--- src/rtl/range_monitor_ctrl.sv ---
// range_monitor_ctrl: one shared lo/hi comparator scans the range table one entry per cycle; cfg_* writes table (IDLE only, else cfg_drop), in_* accepts samples, out_* delivers mask/any/first_idx, hit_cnt/busy report status; define RANGE_MON_EARLY_EXIT_EN to end the scan at the first hit
module range_monitor_ctrl #(
  parameter int DATA_W = 4,
  parameter int NUM_RANGES = 4,
  parameter int IDX_W = 2
) (
  input  logic                  clk,
  input  logic                  rst,
  input  logic                  cfg_we,
  input  logic [IDX_W-1:0]      cfg_idx,
  input  logic [DATA_W-1:0]     cfg_lo,
  input  logic [DATA_W-1:0]     cfg_hi,
  input  logic                  cfg_en,
  output logic                  cfg_drop,
  input  logic                  in_valid,
  output logic                  in_ready,
  input  logic [DATA_W-1:0]     in_data,
  output logic                  out_valid,
  input  logic                  out_ready,
  output logic [NUM_RANGES-1:0] out_mask,
  output logic                  out_any,
  output logic [IDX_W-1:0]      out_first_idx,
  output logic [15:0]           hit_cnt,
  output logic                  busy
);
  typedef enum logic [1:0] {IDLE, SCAN, DONE} state_t;
  state_t state, state_n;
  logic [DATA_W-1:0] lo_t [NUM_RANGES];
  logic [DATA_W-1:0] hi_t [NUM_RANGES];
  logic [NUM_RANGES-1:0] en_t, mask, mask_n;
  logic [DATA_W-1:0] data_q;
  logic [IDX_W-1:0] idx, first_n;
  logic hit, last;
  always_comb begin
    hit = en_t[idx] && data_q >= lo_t[idx] && data_q <= hi_t[idx];
    mask_n = mask;
    mask_n[idx] = hit;
`ifdef RANGE_MON_EARLY_EXIT_EN
    last = hit || idx == IDX_W'(NUM_RANGES - 1);
`else
    last = idx == IDX_W'(NUM_RANGES - 1);
`endif
    first_n = '0;
    for (int i = NUM_RANGES - 1; i >= 0; i--) first_n = mask_n[i] ? IDX_W'(i) : first_n;
    state_n = state == IDLE ? (in_valid ? SCAN : IDLE) :
              state == SCAN ? (last ? DONE : SCAN) :
              (out_ready ? IDLE : DONE);
  end
  assign in_ready  = state == IDLE;
  assign out_valid = state == DONE;
  assign busy      = state != IDLE;
  always_ff @(posedge clk) begin
    if (rst) begin
      state <= IDLE;
      idx <= '0;
      mask <= '0;
      data_q <= '0;
      out_mask <= '0;
      out_any <= 1'b0;
      out_first_idx <= '0;
      hit_cnt <= '0;
      cfg_drop <= 1'b0;
      en_t <= '0;
      for (int i = 0; i < NUM_RANGES; i++) begin
        lo_t[i] <= '0;
        hi_t[i] <= '0;
      end
    end else begin
      state <= state_n;
      cfg_drop <= cfg_we && state != IDLE;
      if (cfg_we && state == IDLE) begin
        lo_t[cfg_idx] <= cfg_lo;
        hi_t[cfg_idx] <= cfg_hi;
        en_t[cfg_idx] <= cfg_en;
      end
      if (state == IDLE && in_valid) begin
        data_q <= in_data;
        idx <= '0;
        mask <= '0;
      end
      if (state == SCAN) begin
        mask <= mask_n;
        idx <= idx + 1'b1;
        if (last) begin
          out_mask <= mask_n;
          out_any <= |mask_n;
          out_first_idx <= first_n;
        end
      end
      if (state == DONE && out_ready && out_any && hit_cnt != 16'hFFFF) hit_cnt <= hit_cnt + 16'd1;
    end
  end
endmodule

--- config.mk ---
export PLATFORM = sky130hd
export DESIGN_NAME = range_monitor_ctrl
export DESIGN_NICKNAME = d
export VERILOG_FILES = /design/src/rtl/range_monitor_ctrl.sv
export SDC_FILE = /design/constraint.sdc
export NUM_CORES = 1
export LEC_CHECK = 0
export CORE_MARGIN = 2
export CORE_UTILIZATION = 55
export CTS_CLUSTER_DIAMETER = 100
export CTS_CLUSTER_SIZE = 14
export DETAILED_ROUTE_END_ITERATION = 12
export GPL_ROUTABILITY_DRIVEN = 0
export HOLD_SLACK_MARGIN = 0.05
export PLACE_DENSITY = 0.78
export SLEW_MARGIN = 20
export SYNTH_ARGS = -nofsm -noshare
export SYNTH_HDL_FRONTEND = slang
export SYNTH_SLANG_ARGS = --single-unit
--- constraint.sdc ---
create_clock -name clk -period 3 [get_ports clk]
set_input_delay 0.3 -clock clk [delete_from_list [all_inputs] [get_ports clk]]
set_output_delay 0.3 -clock clk [all_outputs]
set_load 0.005 [all_outputs]
==> run summary, run 1 <==
Comb pwr share - 9.7%
Area growth, synth to finish - 21.80%
delay-heaviest family, CP - simple AND/OR/NAND/NOR gates
internal power - 1.543 mW
# setup viols final - 0
Root Buffer - clkbuf_8
largest net degree at the start of global routing - 31
post-route ant nets - 0
worst-path cell chain - mux4_2 > ha_1 > or3b_2 > o2111ai_1 > a21boi_2 > and2_1 > o211a_1
Reg2Reg Setup Slack - 0.32 ns
data required time at the worst endpoint - 3.24 ns
final hold slack - 0.4677 ns
Seq/Total Area, Yosys - 51.63%
Core ar. - 6241 sq um
CP Max Fanout - 11
Total Routing Usage GR - 22.34%
overall routed net length - 7.518 mm
Clock Path Buffers - 2
ys async rst share - 0%
cts hold-fix bufs - 0
Leakage Power - 1.612 nW
cell row count - 29
n_diodes - 0
RR Endpoint - out_first_idx[0]
kind of critical path - reg -> reg
Crit. path cell count - 7
Min-Delay Path Class - reg -> reg
most frequent cells in the layout - nor2_1 (63), clkdlybuf4s50_1 (46), dfxtp_1 (42)
HP Start - out_mask[3]
Peak VDD IR - 0.0003037 V
Syn Inst Count - 337
CTS resizes - 0
most common cell after layout, fill and taps aside - nor2_1
min cycle time layout - 2.681 ns
worst skew pair latency - 0.35 ns
per-cell routed wire length - 15.93 microns
remaining global-route overflow - 0
Mapped Avg Cell Area - 10.35 sq um
max_cap viols - 0
element type at the critical path end - flop
H-Tree Depth - 3
CP max stage cell - mux4_2
DR pass1 iterations - 4
ys flop type - dfxtp_1
Post-synth EDFFs - 32
share of cells above drive strength 1 - 10.13%
Mapped Area - 3490 sq um
top cell type's share of synthesized area - 27.54%
first-pass GRT wire length - 12.47 mm
number of cells on the worst hold path - 2
postcts setup bufs - 0
drt drc - 0
Die H - 83.66 microns
worst path bufs/invs - 0
Synth cell types - 40
status - finished clean
max_slew headroom - 58.74%
highest clock rate - 373.0 MHz
routed vias - 2734
final hold vios - 0
clk_skew - 0.007947 ns
critical path's largest stage delay - 0.54 ns
Reg power frac - 54.0%
RSZ-0062 raised after global routing - no
Synth Net Count - 370
synthesized flop and latch total - 74
die area - 6998 sq um
CP Launch Type - flop
TritonCTS clock tree - done
Ports - 47
synth warn - 0
hold worst-path end - out_mask[3]
clk sinks - 74
Power Dens Cells - 480.4 nW/um^2
Tcrit/Tclk final - 89.36%
DR vias/cell - 5.792
Reg2Reg Depth - 7
Die Wd - 83.66 microns
initial antenna violation count - 0
Sw Share - 24.42%
Nets - 423
Worst Path Arrival - 2.92 ns
DR iter-0 viols - 164
register clock-pin slew on the reported worst setup and hold paths - 0.08 ns
clock buffer count from CTS - 9
clock group share of total power - 36.3%
Port Buf Inserts - 46
Pins Over Slew Limit - 0
Initial Util - 55.91%
Area contributors post-synth - edfxtp_1 (28%), dfxtp_1 (24%), nor2_1 (6.8%), mux4_2 (5.8%), ha_1 (4.7%)
Worst Tran Pin Value - 0.6166 ns
dominant cell type by area after synthesis - edfxtp_1
setup TNS - 0 ns
vias in the first global route - 2592
Final HPWL DP - 5.217 mm
net switching power - 0.4987 mW
-- tightest hold or removal path: stages (launching register included) --
cell     delay (ns)
dfxtp_1        0.32
nand2_1        0.05
a21oi_1        0.05
-- registers in the layout (all words and copies together) (netlist names), 2 cells and up, named ones only --
name,cells
hi_t,16
hit_cnt,16
lo_t,16
data_q,4
en_t,4
mask,4
out_mask,4
idx,2
out_first_idx,2
state,2
-- how the worst max path moves through the flow --
| stage | slack (ns) | endpoint | startpoint |
|---|---|---|---|
| 6_report | 0.32 | out_first_idx[0] | flop |
| 5_1_grt | 0.14 | out_mask[1] | flop |
| 4_1_cts | 0.21 | mask[1] | flop |
| 3_5_place_dp | 0.28 | out_first_idx[1] | flop |
| 3_3_place_gp | 0.37 | out_first_idx[0] | flop |
| 2_1_floorplan | 0.44 | out_mask[0] | flop |
-- cell usage after synthesis (4+ instances only) --
library cell  count
nor2_1           63
dfxtp_1          42
edfxtp_1         32
nand2_1          22
inv_1            19
a21oi_1          18
ha_1             13
nand3_1          13
nand4_1          11
xnor2_1          10
mux4_2            9
nor3_1            9
clkbuf_1          8
nand2b_1          6
nor2b_1           6
o21ai_0           6
xor2_1            5
a311oi_1          4
buf_2             4
mux2i_1           4
nor3_2            4
-- cell type report --
| cell class | instances | area [sq um] |
|---|---|---|
| multi-input cells | 232 | 1577 |
| clock inverters | 7 | 60.06 |
| fillers | 509 | 1991 |
| well taps | 77 | 96.34 |
| repair buffers | 54 | 520.5 |
| inverters | 19 | 71.32 |
| flip-flops and latches | 74 | 1802 |
| clock buffers | 9 | 123.9 |
-- routing by layer --
layer,routed length [microns],GRT usage [%],part of all wire (%),vias to the layer above
met5,0,0,0,-
met2,3483,34.33,46,100
met4,123,10.70,1.6,0
met3,548,4.154,7.3,15
li1,-,-,-,1300
met1,3363,30.68,45,1319
-- through the flow --
stage | power, mW | utilization [%] | instances | setup WS (ns) | cell area (sq um)
2_1_floorplan | 1.238 | - | 337 | 0.4435 | 3490
6_report | 2.042 | 68.10 | 472 | 0.3191 | 4250
3_3_place_gp | 1.309 | 65.10 | 456 | 0.3715 | 4063
4_1_cts | 2.041 | 68.04 | 472 | 0.2107 | 4247
3_5_place_dp | 1.318 | 65.10 | 456 | 0.2808 | 4063
5_1_grt | 2.102 | 68.10 | 472 | 0.1442 | 4250
-- logic make-up (layout without fill, tap and decap cells) --
group	count (synthesis)	in the layout	share of synthesized area, %
adders and majority gates	13	13	4.661
DFF	74	74	51.63
buffers and inverters	31	89	3.478
AOI/OAI and AO/OA	35	35	6.131
and+or+nand+nor	156	156	23.38
xor gates and xnor gates	15	15	3.765
muxes	13	13	6.956
-- power groups by stage --
stage	Combinational [mW]	Clock [mW]	Sequential, mW
2_1_floorplan	0.123	0	1.12
3_3_place_gp	0.186	0	1.12
3_5_place_dp	0.193	0	1.13
4_1_cts	0.196	0.743	1.10
5_1_grt	0.218	0.779	1.11
6_report	0.199	0.741	1.10
(Power assumes the default switching activity.)
==> run 2, diff against run 1 <==
CORE_MARGIN = 1   (was 2)
==> run 2 against run 1 <==
  * Design area is essentially flat
  * Die area shrank 4.7%
  * Flip-flop and latch count is the same
  * Non-clock buffer count is the same
  * Power grew 0.80%
  * Clock power grew 2.8%
  * Count of clock-buffer cells in the layout grew 1
  * Sequential power is essentially flat
  * Routed wire length shrank 2.2%
  * Critical endpoint is now out_first_idx[1]
  * Largest cell class unchanged
  * Highest routed layer unchanged
==> run summary, run 2 (synthesized netlist as in run 1, its figures left out) <==
Die H - 81.66 microns (-2.4%)
CTS resizes - 0 (unchanged)
CP Launch Type - flop
Min-Delay Path Class - reg -> reg
largest net degree at the start of global routing - 29 (-6.5%)
metal2 WL - 3.520 mm (+1.1%)
# setup viols final - 0 (unchanged)
Post-DP Area - 4060 sq um (about the same)
Power Dens Cells - 483.8 nW/um^2 (+0.71%)
worst-path cell chain - buf_4 > mux4_2 > inv_1 > ha_1 > or3b_2 > o2111ai_1 > a21boi_1 > and2_1 > o211ai_1
min cycle time layout - 2.733 ns (+0.05219 ns)
worst skew pair latency - 0.35 ns (about the same)
initial antenna violation count - 0 (unchanged)
Pins Over Slew Limit - 0 (unchanged)
CP Max Fanout - 11 (unchanged)
status - finished clean
post-route ant nets - 0 (unchanged)
max_slew headroom - 48.11% (-11 points)
vias in the first global route - 2484 (-4.2%)
met1 wire length - 3.265 mm (-2.9%)
max_cap viols - 0 (unchanged)
Nets - 423 (unchanged)
Core ar. - 6026 sq um (-3.4%)
kind of critical path - reg -> reg
n_diodes - 0 (unchanged)
die area - 6668 sq um (-4.7%)
overall routed net length - 7.355 mm (-2.2%)
final hold vios - 0 (unchanged)
register clock-pin slew on the reported worst setup and hold paths - 0.08 ns (about the same)
DR pass1 iterations - 4 (unchanged)
remaining global-route overflow - 0 (unchanged)
H-Tree Depth - 3 (unchanged)
worst path bufs/invs - 2 (+2)
most common cell after layout, fill and taps aside - nor2_1
CP max stage cell - a21boi_1
DR iter-0 viols - 122 (-26%)
first-pass GRT wire length - 12.11 mm (-2.9%)
Leakage Power - 1.626 nW (+0.86%)
drt drc - 0 (unchanged)
Worst Tran Pin Value - 0.7767 ns (+0.1601 ns)
met3 routed WL - 429 microns (-22%)
highest clock rate - 365.9 MHz (-1.9%)
element type at the critical path end - flop
Total Routing Usage GR - 24.71% (+2.4 points)
Port Buf Inserts - 46 (unchanged)
Top Registers - hi_t x16, hit_cnt x16, lo_t x16
Root Buffer - clkbuf_8
clk_skew - 0.008667 ns (+0.0007204 ns)
Final HPWL DP - 5.269 mm (+0.98%)
share of cells above drive strength 1 - 10.63% (+0.51 points)
Top Layer Used - met4
Area growth, synth to finish - 21.91% (about the same)
cell row count - 28 (-3.4%)
per-cell routed wire length - 15.65 microns (-1.8%)
Die Wd - 81.66 microns (-2.4%)
Tcrit/Tclk final - 91.10% (+1.7 points)
Worst Path Arrival - 2.96 ns (+0.04 ns)
postcts setup bufs - 0 (unchanged)
RSZ-0062 raised after global routing - no
critical path's largest stage delay - 0.61 ns (+0.07 ns)
DR vias/cell - 5.670 (-2.1%)
Ports - 47 (unchanged)
most frequent cells in the layout - nor2_1 (63), clkdlybuf4s50_1 (46), dfxtp_1 (42)
fillcell total - 454 (-11%)
post-route cell area - 4254 sq um (about the same)
data required time at the worst endpoint - 3.22 ns (-0.02 ns)
clk sinks - 74 (unchanged)
clock buffer count from CTS - 9 (unchanged)
TritonCTS clock tree - done
Peak VDD IR - 0.0004095 V (+35%)
cts hold-fix bufs - 0 (unchanged)
setup TNS - 0 ns (unchanged)
routed vias - 2665 (-2.5%)
delay-heaviest family, CP - compound AO/OA/AOI/OAI gates
Initial Util - 57.91% (+2.0 points)
Clock Path Buffers - 2 (unchanged)
## run 2: cell types whose count changed in the layout (fill, tap and decap cells not counted)
cell / change
a21boi_2: -1
a21boi_1: +1
clkinvlp_4: -1
clkinv_2: +3
clkinv_1: -3
clkbuf_8: +1
## run 2: tightest hold or removal path, cell delays in order (launching register included)
cell,delay (ns)
dfxtp_1,0.31
nand2_1,0.05
a21oi_1,0.05
## run 2: cell type report
cell class              count  area [sq um]  area share, %
multi-input cells         232          1573          36.97
flip-flops and latches     74          1802          42.35
inverters                  19         71.32          1.676
clock buffers              10         137.6          3.235
well taps                  75         93.84          2.206
repair buffers             54         520.5          12.24
clock inverters             6         56.30          1.324
## run 2: final timing paths
kind,to,slack (ns),startpoint,cells after the start
worst min-delay path,out_mask[3],0.46,out_mask[3],2
worst min register to register,out_mask[3],0.46,out_mask[3],2
worst max-delay path,out_first_idx[1],0.27,flop,9
worst max register to register,out_first_idx[1],0.27,flop,9
## run 2: stage by stage
step	setup slack [ns]	std cells	total power, mW	utilization (%)	hold WS (ns)
detailed placement	0.3035	454	1.318	67.38	0.4544
finish	0.2669	470	2.058	70.60	0.4625
global placement	0.3871	454	1.312	67.38	0.4454
floorplan	0.4435	337	1.238	-	0.4363
CTS	0.2346	470	2.065	70.60	0.4646
global route	0.06132	470	2.135	70.60	0.4910
## run 2: power breakdown
group          internal, mW  total (mW)  switching [mW]
clock                 0.400       0.762           0.362
combinational        0.0868       0.195           0.109
sequential             1.08        1.10          0.0178
## run 2: per-layer routing
layer / vias up / global-route usage [%]
li1: 1305 / -
met1: 1261 / 32.66
met2: 86 / 40.17
met3: 13 / 4.222
met4: 0 / 10.35
met5: - / 0
==> run 3, diff against run 2 <==
ABC_AREA = 1   (was not set)
SKIP_CTS_REPAIR_TIMING = 1   (was not set)
==> run 3 against run 2 <==
  * Global-route usage increased by 1.1 points
  * Worst setup slack improved by 0.36 ns
  * Routed wire length grew 11%
  * Utilization fell by 2.2 points
  * First-iteration DRC count is 110% higher
  * Critical endpoint is now out_any
==> run summary, run 3 <==
status - finished clean
clk sinks - 74 (unchanged)
multiplexer share of the synthesized area - 0% (-7.0 points)
most common library cells after synthesis - nand2_1 (109), nor2_1 (50), inv_1 (43)
clock buffer count from CTS - 9 (unchanged)
Min-Delay Path Class - reg -> reg
Die Wd - 82.66 microns (+1.2%)
max_cap viols - 0 (unchanged)
XOR/XNOR Fraction of Synth Area - 1.713% (-2.1 points)
worst skew pair latency - 0.35 ns (about the same)
kind of critical path - reg -> reg
Mapped Avg Cell Area - 8.264 sq um (-20%)
Port Buf Inserts - 46 (unchanged)
drt drc - 0 (unchanged)
Tcrit/Tclk final - 79.16% (-12 points)
Clock Path Buffers - 2 (unchanged)
synthesized flop and latch total - 74 (unchanged)
highest clock rate - 421.1 MHz (+15%)
DR vias/cell - 5.348 (-5.7%)
ys async rst share - 0% (unchanged)
clk_skew - 0.007450 ns (-0.001217 ns)
Setup WS pre-CTS - 0.6622 ns (+0.3587 ns)
Post-Synth Adder-Cell Area - 4.545% (-0.12 points)
share of cells above drive strength 1 - 9.035% (-1.6 points)
Final HPWL DP - 5.964 mm (+13%)
compound-gate portion of the synthesized area - 11.26% (+5.1 points)
Mapped Area - 3578 sq um (+2.5%)
Leakage Power - 1.738 nW (+6.9%)
register clock-pin slew on the reported worst setup and hold paths - 0.08 ns (about the same)
setup slack after layout - 0.6251 ns (+0.3582 ns)
H-Tree Depth - 3 (unchanged)
data required time at the worst endpoint - 3.25 ns (+0.03 ns)
Syn Inst Count - 433 (+28%)
Peak VDD IR - 0.0003365 V (-18%)
Total Routing Usage GR - 25.77% (+1.1 points)
overall routed net length - 8.191 mm (+11%)
CP Max Fanout - 16 (+5)
synth warn - 0 (unchanged)
Synth cell types - 37 (-7.5%)
Worst Tran Pin Value - 0.4583 ns (-0.3184 ns)
most frequent cells in the layout - nand2_1 (109), nor2_1 (50), clkdlybuf4s50_1 (46)
main combinational cell family by area after synthesis - simple AND/OR/NAND/NOR gates
n_diodes - 0 (unchanged)
remaining global-route overflow - 0 (unchanged)
min cycle time layout - 2.375 ns (-0.3582 ns)
# setup viols final - 0 (unchanged)
Post-synth EDFFs - 32 (unchanged)
Power Dens Cells - 526.7 nW/um^2 (+8.9%)
per-cell routed wire length - 14.52 microns (-7.2%)
DR iter-0 viols - 253 (+110%)
DR pass1 iterations - 5 (+1)
fillcell total - 522 (+15%)
setup TNS - 0 ns (unchanged)
final hold vios - 0 (unchanged)
most common cell after layout, fill and taps aside - nand2_1
ys flop type - dfxtp_1
vias in the first global route - 2743 (+10%)
TritonCTS clock tree - done
initial antenna violation count - 0 (unchanged)
first-pass GRT wire length - 12.94 mm (+6.8%)
dominant cell type by area after synthesis - edfxtp_1
Simple-Gate Fraction of Synth Area - 25.31% (+1.9 points)
Die H - 82.66 microns (+1.2%)
Worst Path Arrival - 2.63 ns (-0.33 ns)
Pins Over Slew Limit - 0 (unchanged)
top cell type's share of synthesized area - 26.85% (-0.68 points)
Multi-input gate area - 1533 sq um (-2.5%)
Reg area - 1802 sq um (unchanged)
post-route ant nets - 0 (unchanged)
CP Launch Type - flop
Nets - 515 (+22%)
Synth Net Count - 466 (+26%)
largest net degree at the start of global routing - 19 (-34%)
RSZ-0062 raised after global routing - no
most common cell in the netlist - nand2_1
routed vias - 3016 (+13%)
die area - 6833 sq um (+2.5%)
Initial Util - 56.68% (-1.2 points)
Area growth, synth to finish - 20.63%
Seq/Total Area, Yosys - 50.35% (-1.3 points)
cell row count - 29 (+3.6%)
Area contributors post-synth - edfxtp_1 (27%), dfxtp_1 (23%), nand2_1 (11%), nor2_1 (5.2%), a21oi_1 (4.8%)
Ports - 47 (unchanged)
element type at the critical path end - flop
Core ar. - 6314 sq um (+4.8%)
Top Registers - hi_t x16, hit_cnt x16, lo_t x16
max_slew headroom - 69.36% (+21 points)
Root Buffer - clkbuf_8
run 3: layout make-up:
class	count	share of cell area, %
Timing Repair Buffer	49	11.19
Clock buffer	9	2.870
Multi-Input combinational cell	296	35.51
Clock inverter	7	1.942
Sequential cell	74	41.74
Inverter	52	4.522
Tap cell	77	2.232
run 3: where the power goes:
group          internal, mW  switching, mW  total [mW]
Clock                 0.458          0.374       0.832
Combinational         0.124          0.192       0.316
Sequential             1.10         0.0297        1.13
run 3: kinds of logic after synthesis:
family,Yosys count
simple gates,206
flops,74
compound gates,70
buf+inv,63
fa+ha+maj,13
xor+xnor,7
run 3: final timing paths:
| path | startpoint | to | slack, ns | depth (start not counted) |
|---|---|---|---|---|
| setup / recovery | flop | out_any | 0.63 | 16 |
| hold / removal | en_t[2] | en_t[2] | 0.46 | 2 |
| setup reg to reg | flop | out_any | 0.63 | 16 |
| hold reg to reg | en_t[2] | en_t[2] | 0.46 | 2 |
run 3: routing by layer:
| metal | vias to the layer above | track usage, % | wire length (microns) | share of wire (%) |
|---|---|---|---|---|
| met5 | - | 0 | 0 | 0 |
| met4 | 0 | 10.00 | 116 | 1.4 |
| met3 | 10 | 5.495 | 417 | 5.1 |
| met2 | 80 | 40.16 | 3805 | 46 |
| met1 | 1406 | 34.91 | 3851 | 47 |
| li1 | 1520 | - | - | - |
run 3: worst max-delay path, stage by stage, from the launching register on:
cell,delay (ns)
dfxtp_1,0.37
inv_1,0.34
nand2_1,0.11
a32o_1,0.25
ha_1,0.30
nand2_1,0.08
nand2_1,0.05
nand2_1,0.05
nand3_1,0.09
nand3_2,0.14
nand2_1,0.08
nand2_1,0.12
nand2_1,0.06
nand2_1,0.07
nand3_1,0.07
nand2_1,0.06
inv_1,0.04
run 3: per-stage QoR:
| step | hold slack [ns] | util [%] | total power [mW] | cell area [sq um] | instances |
|---|---|---|---|---|---|
| floorplan | 0.3987 | - | 1.350 | 3578 | 433 |
| global placement | 0.4406 | 65.08 | 1.446 | 4109 | 548 |
| detailed placement | 0.4470 | 65.08 | 1.461 | 4109 | 548 |
| CTS | 0.4598 | 68.37 | 2.278 | 4317 | 564 |
| global route | 0.4741 | 68.37 | 2.364 | 4317 | 564 |
| finish | 0.4551 | 68.37 | 2.273 | 4317 | 564 |
==> edit, RTL diff (settings of run 2) <==
The parameter `IDX_W` goes from 2 to 4.
--- a/src/rtl/range_monitor_ctrl.sv
+++ b/src/rtl/range_monitor_ctrl.sv
@@ -4,3 +4,3 @@
   parameter int NUM_RANGES = 4,
-  parameter int IDX_W = 2
+  parameter int IDX_W = 4
 ) (
Ports: changed (resized cfg_idx and out_first_idx); port bits go from 47 to 51. No check against the original RTL was run, so the function may have changed too.
==> edit against run 2 <==
  * The flow now finishes with violations (design-rule violations)
  * Hold slack worse by 0.0075 ns
  * Sequential share of layout area shrank 1.4 points
  * Via count increased by 11%
  * Sequential cell count up 2
  * Worst setup slack got worse by 0.021 ns
  * Routed wire length is 12% higher
  * Total power grew 3.0%
  * Synthesized area up 8.0%
  * Sequential power grew 4%
  * Design area up 5.7%
  * Largest cell class unchanged
==> edit: results (changes against run 2) <==
status finished with violations; violated checks design-rule violations; Top Registers hi_t: 16 flops, hit_cnt: 16 flops, lo_t: 16 flops; first-pass GRT wire length 13,300 microns (+9.8%); worst-path fanout max 8 (-3); drt drc 5 (+5); largest cells by area after synthesis edfxtp_1, dfxtp_1, mux4_2; Post-Synth Adder-Cell Area 4.32% (-0.35 points); Total GRT Usage 24.0% (-0.74 points); Nets 449 (+6.1%); antenna violations before repair 0 (unchanged); clock-pin slew of the registers on the worst-case setup and hold paths roughly 0.070 ns; VDD IR max 231 uV (-44%); Post-Place Cell Area 4320 sq um (+6.4%); sw frac 24.2% (+0.41 points); XOR/XNOR Fraction of Synth Area 2.56% (-1.2 points); CTS resizes 0 (unchanged); drt via density 5.98 (+5.5%); post-synthesis mux area share 5.88% (-1.1 points); pin count of the biggest net entering global routing 26 (-10%); post-synthesis compound-gate area fraction 11.1% (+5.0 points); worst-path cell with the longest stage delay mux4_2; r2r setup slk 0.25 ns (-0.02 ns); vias in the first global route 2,795 (+13%); Hold Path Sink out_first_idx[0]$_SDFFE_PP0P_; pin slew with the least headroom to its limit 0.786 ns (+0.00894 ns); IO buf count 48 (+4.3%); number of synthesized flops with an enable pin 32 (unchanged); layout cells sized above 1 8.35% (-2.3 points); CTS buffer count 9 (unchanged); reg2reg path depth 9 (unchanged); HP Class flip-flop to flip-flop; clock root cell clkbuf_8; clock tree buffer depth 2 (unchanged); DRT Pass-1 Iters 9 (+5); synth unique cells 56 (+40%); Post-Place Worst Slack 0.277 ns (-0.0261 ns); delay of the slowest critical-path stage 0.51 ns (-0.10 ns); reg2reg end mask[1]$_SDFFE_PP0N_; asr flop ratio synth 0% (unchanged); HPWL Detailed 5760 microns (+9.3%); Warnings, synthesis 0 (unchanged); post-synthesis sequential area ratio 48.9% (-2.8 points); Ant. Diodes 0 (unchanged); synth cell count leaders dfxtp_1, nor2_1, edfxtp_1; average routed wire per standard cell 16.6 microns (+6.1%); drt initial violations 135 (+11%); Primary FF master, synth dfxtp_1; Pleak 0.00168 uW (+3.3%); Max Clock Skew 0.00741 ns (-0.00126 ns); beginning of the worst hold path out_first_idx[0]$_SDFFE_PP0P_; hold slack final 0.455 ns (-0.00750 ns); Arrival @ worst endpoint 3.00 ns (+0.04 ns)
[edit: cell count changes in the layout (fill, tap and decap cells not counted), moves of 5 or more]
| cell | run 2 | this run |
|---|---|---|
| a21o_1 | 0 | 5 |
| nand3_1 | 13 | 21 |
| nor2_1 | 63 | 34 |
| xnor2_1 | 10 | 5 |
| and3_1 | 0 | 21 |
| and2_1 | 2 | 21 |
[edit: routing by layer]
layer  part of all wire [%]  global-route usage [%]  vias up  wire [microns]
li1                       -                       -     1429               -
met1                     45                    31.1     1421            3690
met2                     48                    39.5       96            3950
met3                    5.1                    4.33       20             424
met4                    2.1                    10.3        0             172
met5                      0                       0        -               0
[edit: area by class of cell]
| cell class | count | area [sq um] |
|---|---|---|
| tap | 77 | 96.3 |
| multi-input combinational | 256 | 1790 |
| clock buffer | 13 | 139 |
| fill | 474 | 2000 |
| timing repair buffer | 55 | 533 |
| sequential | 76 | 1840 |
| inverter | 16 | 60.1 |
| clock inverter | 3 | 37.5 |
[edit: per-stage QoR]
step                instances  power (uW)
floorplan                 367        1310
global placement          480        1400
detailed placement        480        1410
CTS                       496        2130
global route              496        2190
finish                    496        2120
[edit: logic make-up (layout without fill, tap and decap cells)]
logic type      after synthesis  in the layout
simple gates                159            159
buf+inv                      35             87
compound gates               59             59
other cells                   1              2
fa+ha+maj                    13             13
xor+xnor                     11             11
mux                          12             12
flops                        76             76
[edit: power groups by stage]
stage,sequential [uW],combinational (uW),clock (uW)
CTS,1140,255,738
floorplan,1150,164,0
global placement,1160,242,0
global route,1140,280,775
finish,1140,255,728
detailed placement,1160,253,0
[edit: worst max-delay path by stage]
stage	from	end	slack (ns)	cells past startpoint
2_1_floorplan	flip-flop	out_any$_SDFFE_PP0P_	0.12	8
6_report	flip-flop	mask[1]$_SDFFE_PP0N_	0.25	9
4_1_cts	flip-flop	mask[1]$_SDFFE_PP0N_	0.25	9
5_1_grt	flip-flop	mask[1]$_SDFFE_PP0N_	0.03	9
3_3_place_gp	flip-flop	out_any$_SDFFE_PP0P_	0.48	9
3_5_place_dp	flip-flop	mask[1]$_SDFFE_PP0N_	0.28	9
[edit: tightest hold or removal path, stage by stage (launching register included)]
cell,delay (ns)
dfxtp_1,0.33
nand2_1,0.05
nand3_1,0.05
